===== config.mk =====
export PLATFORM = sky130hd
export DESIGN_NAME = ddio_tx_gearbox
export DESIGN_NICKNAME = d
export VERILOG_FILES = /design/src/rtl/ddio_tx_pkg.sv /design/src/rtl/ddio_tx_gearbox.sv
export SDC_FILE = /design/constraint.sdc
export NUM_CORES = 1
export LEC_CHECK = 0
export ABC_AREA = 1
export BUFFER_PORTS_ARGS = -buffer_cell sky130_fd_sc_hd__buf_2
export CAP_MARGIN = 5
export CORE_MARGIN = 10
export CORE_UTILIZATION = 50
export CTS_BUF_LIST = sky130_fd_sc_hd__clkbuf_4 sky130_fd_sc_hd__clkbuf_8
export CTS_CLUSTER_SIZE = 8
export DETAILED_ROUTE_END_ITERATION = 10
export PLACE_DENSITY = 0.87
export SKIP_LAST_GASP = 1
export SYNTH_ARGS = -nofsm -noshare
export SYNTH_HDL_FRONTEND = slang
export SYNTH_SLANG_ARGS = --single-unit

===== constraint.sdc =====
create_clock -name c_x1 -period 3.8 [get_ports c_x1]
set_input_delay 0.19 -clock c_x1 [delete_from_list [all_inputs] [get_ports c_x1]]
set_output_delay 0.19 -clock c_x1 [all_outputs]
set_load 0.01 [all_outputs]

===== src/rtl/ddio_tx_pkg.sv =====
// Shared types and constants for the DDIO transmit gearbox.
package ddio_tx_pkg;

    typedef enum logic [1:0] {
        ST_RESET,
        ST_TRAIN,
        ST_IDLE,
        ST_DATA
    } state_t;

    // Per-bit training levels; replicated across each lane by the user.
    localparam logic TRAIN_D0 = 1'b1;
    localparam logic TRAIN_D1 = 1'b0;

endpackage


===== src/rtl/ddio_tx_gearbox.sv =====
// Slices wide words into d0/d1 beat pairs for the c_x1 DDIO serializer, with
// post-lock training burst when DDIO_TX_GEARBOX_TRAIN_EN is defined.
module ddio_tx_gearbox
    import ddio_tx_pkg::*;
#(
    parameter int   DW        = 1,
    parameter int   RATIO     = 4,
    parameter logic INIT      = 1'b0,
    parameter int   TRAIN_LEN = 16
) (
    input  logic                    c_x1,
    input  logic                    arst_c_x1,
    input  logic                    lock,
    input  logic                    train_req,
    input  logic [2*DW*RATIO-1:0]   s_data,
    input  logic                    s_valid,
    output logic                    s_ready,
    output logic [DW-1:0]           d0,
    output logic [DW-1:0]           d1,
    output logic                    busy
);

    localparam int W  = 2*DW*RATIO;
    localparam int BW = 2*DW;
    localparam int SW = W - BW;
    localparam int CW = $clog2(RATIO);

    state_t        state_q, state_d;
    logic [CW-1:0] beat_q, beat_d;
    logic [SW-1:0] shift_q, shift_d;
    logic [DW-1:0] d0_d, d1_d;
    logic          busy_d;
    logic          train_pend_q, train_pend_d;
    logic          train_go;
    logic          last_beat;
    logic          accept;

`ifdef DDIO_TX_GEARBOX_TRAIN_EN
    localparam int TW = $clog2(TRAIN_LEN+1);
    logic [TW-1:0] train_cnt_q, train_cnt_d;

    assign train_go = train_pend_q | train_req;
`else
    logic unused_train_cfg;

    assign unused_train_cfg = train_req ^ (TRAIN_LEN == 0);
    assign train_go         = train_pend_q;
`endif

    // beat_q is the index of the next beat to emit; it wraps to zero while the
    // final beat of a word is on d0/d1, which is when a new word may be taken.
    assign last_beat = (state_q == ST_DATA) && (beat_q == '0);
    assign s_ready   = lock & ~train_go & ((state_q == ST_IDLE) | last_beat);
    assign accept    = s_valid & s_ready;

    // NOTE: every signal gets a hold value first so no path leaves one unassigned
    // and infers a latch; lock low therefore freezes all state for free.
    always_comb begin
        state_d      = state_q;
        beat_d       = beat_q;
        shift_d      = shift_q;
        d0_d         = d0;
        d1_d         = d1;
        train_pend_d = train_pend_q;
`ifdef DDIO_TX_GEARBOX_TRAIN_EN
        train_cnt_d  = train_cnt_q;
`endif
        if (lock) begin
            case (state_q)
                ST_RESET: begin
`ifdef DDIO_TX_GEARBOX_TRAIN_EN
                    state_d     = ST_TRAIN;
                    d0_d        = {DW{TRAIN_D0}};
                    d1_d        = {DW{TRAIN_D1}};
                    train_cnt_d = TW'(1);
`else
                    state_d     = ST_IDLE;
                    d0_d        = {DW{INIT}};
                    d1_d        = {DW{INIT}};
`endif
                end
                ST_TRAIN: begin
`ifdef DDIO_TX_GEARBOX_TRAIN_EN
                    if (train_cnt_q == TW'(TRAIN_LEN)) begin
                        state_d      = ST_IDLE;
                        d0_d         = {DW{INIT}};
                        d1_d         = {DW{INIT}};
                        train_cnt_d  = '0;
                        train_pend_d = 1'b0;
                    end else begin
                        d0_d         = {DW{TRAIN_D0}};
                        d1_d         = {DW{TRAIN_D1}};
                        train_cnt_d  = train_cnt_q + TW'(1);
                    end
`else
                    state_d = ST_IDLE;
                    d0_d    = {DW{INIT}};
                    d1_d    = {DW{INIT}};
`endif
                end
                ST_IDLE: begin
                    d0_d = {DW{INIT}};
                    d1_d = {DW{INIT}};
`ifdef DDIO_TX_GEARBOX_TRAIN_EN
                    if (train_go) begin
                        state_d     = ST_TRAIN;
                        d0_d        = {DW{TRAIN_D0}};
                        d1_d        = {DW{TRAIN_D1}};
                        train_cnt_d = TW'(1);
                    end else
`endif
                    if (accept) begin
                        state_d = ST_DATA;
                        d0_d    = s_data[0  +: DW];
                        d1_d    = s_data[DW +: DW];
                        shift_d = s_data[W-1:BW];
                        beat_d  = CW'(1);
                    end
                end
                ST_DATA: begin
`ifdef DDIO_TX_GEARBOX_TRAIN_EN
                    if (train_req) train_pend_d = 1'b1;
`endif
                    if (!last_beat) begin
                        d0_d    = shift_q[0  +: DW];
                        d1_d    = shift_q[DW +: DW];
                        shift_d = shift_q >> BW;
                        beat_d  = (beat_q == CW'(RATIO-1)) ? '0 : beat_q + CW'(1);
                    end else if (accept) begin
                        d0_d    = s_data[0  +: DW];
                        d1_d    = s_data[DW +: DW];
                        shift_d = s_data[W-1:BW];
                        beat_d  = CW'(1);
                    end else begin
                        state_d = ST_IDLE;
                        d0_d    = {DW{INIT}};
                        d1_d    = {DW{INIT}};
                        beat_d  = '0;
                    end
                end
                default: state_d = ST_RESET;
            endcase
        end
        busy_d = (state_d != ST_IDLE);
    end

    // NOTE: state registers use non-blocking assignments so every flop samples
    // pre-edge values regardless of statement order.
    always_ff @(posedge c_x1 or posedge arst_c_x1) begin
        if (arst_c_x1) begin
            state_q      <= ST_RESET;
            beat_q       <= '0;
            shift_q      <= '0;
            d0           <= {DW{INIT}};
            d1           <= {DW{INIT}};
            busy         <= 1'b1;
            train_pend_q <= 1'b0;
        end else begin
            state_q      <= state_d;
            beat_q       <= beat_d;
            shift_q      <= shift_d;
            d0           <= d0_d;
            d1           <= d1_d;
            busy         <= busy_d;
            train_pend_q <= train_pend_d;
        end
    end

`ifdef DDIO_TX_GEARBOX_TRAIN_EN
    always_ff @(posedge c_x1 or posedge arst_c_x1) begin
        if (arst_c_x1) train_cnt_q <= '0;
        else           train_cnt_q <= train_cnt_d;
    end
`endif

endmodule

Word level (Yosys, flattened, before mapping)
Index checks and enable logic that the tools add are counted.
{ "word_totals": {"regBits": 13, "in_bits": 13} }
{ "op_classes": {"n_bitwise": 3, "n_addsub": 1, "mux": 19, "n_reduce_logical": 7, "n_eq_ne": 6} }
{ "op_table": {"columns": ["cell", "count"], "rows": [
  ["2-bit two-way mux", 7],
  ["6-bit two-way mux", 2],
  ["6-bit one-hot mux with 2 select lines", 1],
  ["2-bit == test, second input constant", 3],
  ["1-bit one-hot mux with 3 select lines", 2],
  ["2-bit one-hot mux with 3 select lines", 1],
  ["1-bit two-way mux", 5],
  ["2-bit logical NOT", 2],
  ["2-bit != test, second input constant", 2],
  ["2-bit one-hot mux with 2 select lines", 1],
  ["3-bit AND reduction", 1],
  ["2-bit by 1-bit adder with 2-bit output, second input constant", 1],
  ["1-bit AND", 2],
  ["2-bit by 1-bit == test with 1-bit output, second input constant", 1],
  ["2-bit AND reduction", 1],
  ["2-bit nonzero test", 1],
  ["2-bit OR reduction", 1],
  ["1-bit logical AND", 1],
  ["1-bit OR", 1]
]} }

Logic depth before layout (Yosys ltp)
Gate-level depths: netlist of the first run.
{ "depth": {"depth_word": 10, "ltp_mapped": 8} }

Worst setup path before layout of the first run
No wires, ideal clock.
{ "synth_timing": {"path_kind": "flip-flop to flip-flop", "start": "reg beat_q[0]", "end": "reg shift_q[4]", "path_buffers": 0, "slack_ps": 2514, "path_stages_with_launch": 7, "required_time_ps": 3717, "synth_period_minus_slack_ps": 1286, "t_arrival_ps": 1204, "cell_sequence": "dfrtp_1 inv_1 ha_1 inv_1 a21oi_1 nand3_1 o21ai_0"} }
{ "synth_between": {"elab_chain_cells": 8} }
{ "synth_rtl": {"columns": ["item", "line_no", "source"], "rows": [
  ["start: declaration", "ddio_tx_gearbox.sv:29", "logic [CW-1:0] beat_q, beat_d;"],
  ["start signal: assignment", "ddio_tx_gearbox.sv:160", "beat_q <= beat_d;"],
  ["2-bit logical NOT *", "ddio_tx_gearbox.sv:52", "assign last_beat = (state_q == ST_DATA) && (beat_q == '0);"],
  ["1-bit logical AND *", "ddio_tx_gearbox.sv:52", null],
  ["1-bit OR *", "ddio_tx_gearbox.sv:53", "assign s_ready = lock & ~train_go & ((state_q == ST_IDLE) | last_beat);"],
  ["1-bit AND *", "ddio_tx_gearbox.sv:53", null],
  ["net s_ready", "ddio_tx_gearbox.sv:17", "output logic s_ready,"],
  ["1-bit AND *", "ddio_tx_gearbox.sv:54", "assign accept = s_valid & s_ready;"],
  ["6-bit two-way mux *", null, null],
  ["6-bit two-way mux", "ddio_tx_gearbox.sv:124", "if (!last_beat) begin"],
  ["6-bit one-hot mux with 2 select lines *", "ddio_tx_gearbox.sv:69", "case (state_q)"],
  ["end signal: assignment", "ddio_tx_gearbox.sv:161", "shift_q <= shift_d;"],
  ["end: declaration", "ddio_tx_gearbox.sv:30", "logic [SW-1:0] shift_q, shift_d;"]
]} }
The timed path passes the listed nets; every way through them passes the cells marked *.
A chain may end at the register's enable or synchronous reset.

Worst setup path after layout of the first run
{ "layout_timing": {"start": "reg beat_q[0]", "end": "out s_ready"} }
{ "layout_between": {"elab_chain_cells": 4} }
{ "layout_rtl": {"columns": ["item", "line_no"], "rows": [
  ["2-bit logical NOT", "ddio_tx_gearbox.sv:52"],
  ["1-bit logical AND", "ddio_tx_gearbox.sv:52"],
  ["1-bit OR", "ddio_tx_gearbox.sv:53"],
  ["1-bit AND", "ddio_tx_gearbox.sv:53"],
  ["end: declaration", "ddio_tx_gearbox.sv:17"]
]} }
No other way between the ends.

==> flow_summary.json, run 1 <==
{
  "wl_met1_um": 645,
  "wirelength_mm": 1.33,
  "power.leakage_nw": 0.419,
  "p_sw_mw": 0.211,
  "drtIter0Drc": 18,
  "drtPass1Iterations": 4,
  "p_sw_share_pct": 38.5,
  "cts_made_buffers": 3,
  "diodes": 0,
  "via_per_inst": 4.94,
  "final_area_um2": 783,
  "die_h_um": 56.1,
  "io_buffers": 15,
  "synth.distinct_cells": 15,
  "synth_top_area_share_pct": 46.2,
  "timing.final.crit_period_ps": 1760,
  "die_x_um": 56.1,
  "worstPathArrival_ps": 1570,
  "peakVddDrop_mv": 0.332,
  "syn2layout_area_growth_pct": 20.4,
  "drc": 0,
  "p_clk_share_pct": 16.1,
  "hpwl_mm": 1.07,
  "place_congestion": 0.792,
  "mostFrequentLayoutCells": "nand2_1, buf_2, inv_1, dfrtp_1, nor2_1",
  "startpoint_type": "flip-flop",
  "worstHoldPathType": "in2reg",
  "fin_setup_tns_ps": 0,
  "synth_area_leaders": "dfrtp_1, nand2_1, inv_1",
  "yosys.area.top_type": "dfrtp_1",
  "timing.hold.ws_ps": 161,
  "tightest_slew_ps": 496,
  "hold_viol_final": 0,
  "synth_seq_cells": 13,
  "start_util_pct": 55.6,
  "drv_cap": 0,
  "relSlewSlack_pct": 66.9,
  "status": "finished, final reports clean",
  "syn_inst": 81,
  "wl_met2_um": 633,
  "fmax_mhz": 570,
  "critPathCaptureType": "output port",
  "syn_area_um2": 651,
  "clk_path_buf_depth": 2,
  "drt.antenna.violating_nets": 0,
  "cts_resized": 0,
  "antenna_found_initial": 0,
  "p_total_mw": 0.549,
  "cts_tree": "yes",
  "drive_above_1_share_pct": 24.8,
  "wl_met3_um": 39,
  "crit_required_ps": 3610,
  "rsz0062_at_grt": "no",
  "dp_slack_ps": 2350,
  "yosysWarnings": 0,
  "vias": 568,
  "clock_skew_ps": 1.79,
  "seq_area_frac_synth_pct": 50.2,
  "clock-root-buffer": "clkbuf_4",
  "wl_per_cell_um": 11.6,
  "grt_pass1_vias": 578,
  "maxUsedRoutingLayer": "met4",
  "drv_slew": 0,
  "num_io_pins": 17,
  "clkTransAtPathRegs_ps": 80,
  "min_period_over_period_pct": 46.2,
  "mostFrequentLayoutCell": "nand2_1",
  "pwr-share-comb_pct": 40.7,
  "hold_buffers": 1,
  "syn_area_per_cell_um2": 8.03,
  "seqPwrFrac_pct": 43.3,
  "intPower_mw": 0.338,
  "clock_latency_ps": 260,
  "grt_pass1_wl_mm": 2.34,
  "postPlaceCellArea_um2": 743,
  "setup_ws_ps": 2040,
  "rows": 12,
  "grt_overflow_total": 0,
  "grt_max_degree": 14,
  "grt_use_total_pct": 8.67,
  "cp_max_fo": 4,
  "critPathKind": "reg2out",
  "coreArea_um2": 1170,
  "postCtsSetupBuffers": 0,
  "finalSetupViolCount": 0,
  "syn_nets": 96,
  "final_nets": 117,
  "htree_levels": 1,
  "clock_sinks": 13,
  "die-area_um2": 3140,
  "power_density_nw_per_um2": 701
}
[power groups by stage]
| stage | sequential (mW) | clock (mW) | combinational, mW |
|---|---|---|---|
| 2_1_floorplan | 0.241 | 0 | 0.159 |
| 6_report | 0.238 | 0.0883 | 0.223 |
| 5_1_grt | 0.248 | 0.0988 | 0.264 |
| 3_5_place_dp | 0.241 | 0 | 0.225 |
| 3_3_place_gp | 0.238 | 0 | 0.217 |
| 4_1_cts | 0.238 | 0.0910 | 0.227 |
[flip-flops by register name, summed over array words and instances, names as in the netlist]
name and count:
beat_q 2, d0 1, state_q 2, shift_q 6
busy 1, d1 1
[kinds of logic after synthesis]
kind of cell | Yosys count | share of synthesized area, %
flops | 13 | 50.2
buf+inv | 13 | 7.50
simple gates | 43 | 30.8
compound gates | 10 | 7.69
fa+ha+maj | 2 | 3.85
[final cells by class]
cell class	count	area, um^2
fill	106	388
inverter	13	48.8
tap	14	17.5
timing repair buffer	16	85.1
sequential	13	327
clock buffer	4	30.0
multi-input combinational	55	275
[worst max-delay path, cell delays in order (launching register included)]
cell     delay [ps]
dfrtp_1         410
inv_1            60
ha_1            230
inv_1           100
a21oi_1         300
buf_2           200
[final timing paths]
path,startpoint,to,slack [ps],cells after the start
setup / recovery,beat_q[0],s_ready,2040,5
min in group asynchronous,arst_c_x1,shift_q[2],490,3
hold reg to reg,d0,d0,510,2
max in group asynchronous,arst_c_x1,busy,2960,3
setup reg to reg,beat_q[0],shift_q[1],2360,7
hold / removal,s_data[6],shift_q[4],160,3
[layer usage]
layer / GRT usage [%] / vias up
met1: 9.36 / 259
met2: 15.6 / 11
met4: 3.07 / 0
met5: 0 / -
met3: 2.28 / 2
li1: - / 296
[cells in the mapped netlist]
library cell	instances
a21oi_1	3
clkinv_1	1
dfrtp_1	12
dfstp_2	1
ha_1	2
inv_1	12
nand2_1	19
nand2_4	1
nand3_1	7
nand3_2	1
nand4_1	2
nor2_1	10
nor3_2	1
o21ai_0	7
or2_2	2
[metrics by stage]
stage	instances	utilization, %
2_1_floorplan	81	-
3_3_place_gp	110	63.5
3_5_place_dp	110	63.5
4_1_cts	115	66.9
5_1_grt	115	66.9
6_report	115	66.9
(Power assumes the default switching activity.)
==> run 2: changes to the inputs <==
- CORE_UTILIZATION: 50 -> 47
- PLACE_DENSITY: 0.87 -> 0.86
- clock period: 3.8 -> 1.51 ns (I/O delays scaled with it)
==> flow_summary.json, run 2 (synthesis gave the netlist of run 1 again) <==
{
  "status": "finished, final reports clean",
  "startpoint_type": "flip-flop",
  "drc": 0,
  "grt_max_degree": 14,
  "cts_made_buffers": 3,
  "die_h_um": 57.2,
  "min_period_over_period_pct": 93.6,
  "crit_start": "beat_q[0]",
  "vias": 582,
  "drive_above_1_share_pct": 27.5,
  "rows": 13,
  "clock-root-buffer": "clkbuf_4",
  "mostFrequentLayoutCells": "nand2_1, buf_2, inv_1, dfrtp_1, nor2_1",
  "drv_cap": 0,
  "drv_slew": 0,
  "cpMostUsedCell": "inv_1",
  "crit_required_ps": 1430,
  "wl_per_cell_um": 12.5,
  "critPathKind": "reg2out",
  "clock_latency_ps": 280,
  "clk_path_buf_depth": 2,
  "fmax_mhz": 708,
  "worstPathArrival_ps": 1340,
  "wirelength_mm": 1.46,
  "htree_levels": 1,
  "power_density_nw_per_um2": 1810,
  "timing.final.crit_period_ps": 1410,
  "reg.largest.list": "shift_q (6), beat_q (2), state_q (2)",
  "fin_setup_tns_ps": 0,
  "critPathMaxStageDelay_ps": 410,
  "cp.buffers_inverters": 3,
  "die_x_um": 57.2,
  "start_util_pct": 50.0,
  "finalSetupViolCount": 0,
  "syn2layout_area_growth_pct": 25.4,
  "hpwl_mm": 1.12,
  "rsz0062_at_grt": "no",
  "place_congestion": 0.778,
  "largest_reg_flops": 6,
  "io_buffers": 15,
  "hold_viol_final": 0,
  "cp_max_fo": 4,
  "num_io_pins": 17,
  "final_nets": 118,
  "clock_skew_ps": 4.56,
  "diodes": 0,
  "grt_use_total_pct": 9.24,
  "top_register": "shift_q",
  "peakVddDrop_mv": 1.10,
  "timing.hold.ws_ps": 34.2,
  "clock_sinks": 13,
  "mostFrequentLayoutCell": "nand2_1",
  "path_delay_family": "flip-flops",
  "tightest_slew_ps": 477,
  "drtPass1Iterations": 4,
  "grt_overflow_total": 0,
  "crit_chain": "inv_1 -> ha_4 -> inv_1 -> a21oi_2 -> buf_2",
  "r2r-start": "beat_q[0]",
  "power.leakage_nw": 0.425,
  "timing.reg2reg.setup_slack_ps": 120,
  "die-area_um2": 3270,
  "cp.depth": 5,
  "crit_end": "s_ready",
  "critPathCaptureType": "output port",
  "grt_pass1_vias": 574,
  "antenna_found_initial": 0,
  "regToRegEndpoint": "shift_q[4]",
  "worstHoldPathType": "in2reg",
  "coreArea_um2": 1300,
  "cts_tree": "yes",
  "drt.antenna.violating_nets": 0,
  "crit_slowest_cell": "dfrtp_1",
  "clkTransAtPathRegs_ps": 80,
  "reg2regPathDepth": 7,
  "relSlewSlack_pct": 68.1,
  "via_per_inst": 4.97,
  "drtIter0Drc": 10,
  "grt_pass1_wl_mm": 2.41
}
[run 2: cell count changes in the layout (fill, tap and decap cells not counted), sizes merged]
cell  delta
buf      +1
[run 2: worst reg2reg max path, stage by stage, from the launching register on]
cell,delay [ps]
dfrtp_1,390
inv_1,90
ha_4,180
inv_1,100
nand2_1,110
nand3_4,150
nand2_4,90
o21ai_0,200
[run 2: worst min path at each step]
stage	start	endpoint	slack, ps	cells after the start
floorplan	arst_c_x1	beat_q[0]	-50	1
global placement	arst_c_x1	shift_q[1]	120	2
detailed placement	arst_c_x1	shift_q[1]	120	2
CTS	s_data[5]	shift_q[3]	50	3
global route	s_data[5]	shift_q[3]	60	3
finish	s_data[5]	shift_q[3]	30	3
[run 2: cell type report]
class / count / area (um^2)
fill: 131 / 485
clock buffer: 4 / 30.0
timing repair buffer: 17 / 92.6
tap: 15 / 18.8
sequential: 13 / 327
inverter: 13 / 48.8
multi-input combinational: 55 / 299
[run 2: power breakdown]
part / internal, mW / switching (mW) / leakage, nW
registers: 0.512 / 0.0881 / 0.151
clock network: 0.121 / 0.117 / 0.0184
logic: 0.261 / 0.379 / 0.256
total: 0.894 / 0.583 / 0.425
[run 2: what timing repair did]
item | 4_1_cts | 5_1_grt
setup endpoints to repair | 1 | 6
resized for setup | 2 | 4
endpoints found under the hold margin | 12 | 0
pin swaps | 1 | 0
buffers inserted | 1 | 0
hold buffers | 1 | 0
[run 2: layer usage]
metal | routed length, um | track usage, %
met3 | 53 | 3.10
met4 | 38 | 6.04
met2 | 740 | 15.5
met5 | 0 | 0
met1 | 626 | 9.58
[run 2: metrics by stage]
| step | total power [mW] | worst slack (ps) | std cells | area, um^2 | utilization (%) |
|---|---|---|---|---|---|
| after floorplan | 1.01 | 224 | 81 | 651 | - |
| after global placement | 1.14 | 113 | 111 | 744 | 57.2 |
| after detailed placement | 1.18 | 19.4 | 111 | 744 | 57.2 |
| after CTS | 1.44 | 39.9 | 117 | 798 | 61.3 |
| after global routing | 1.61 | 8.16 | 117 | 816 | 62.7 |
| final | 1.48 | 96.8 | 117 | 816 | 62.7 |
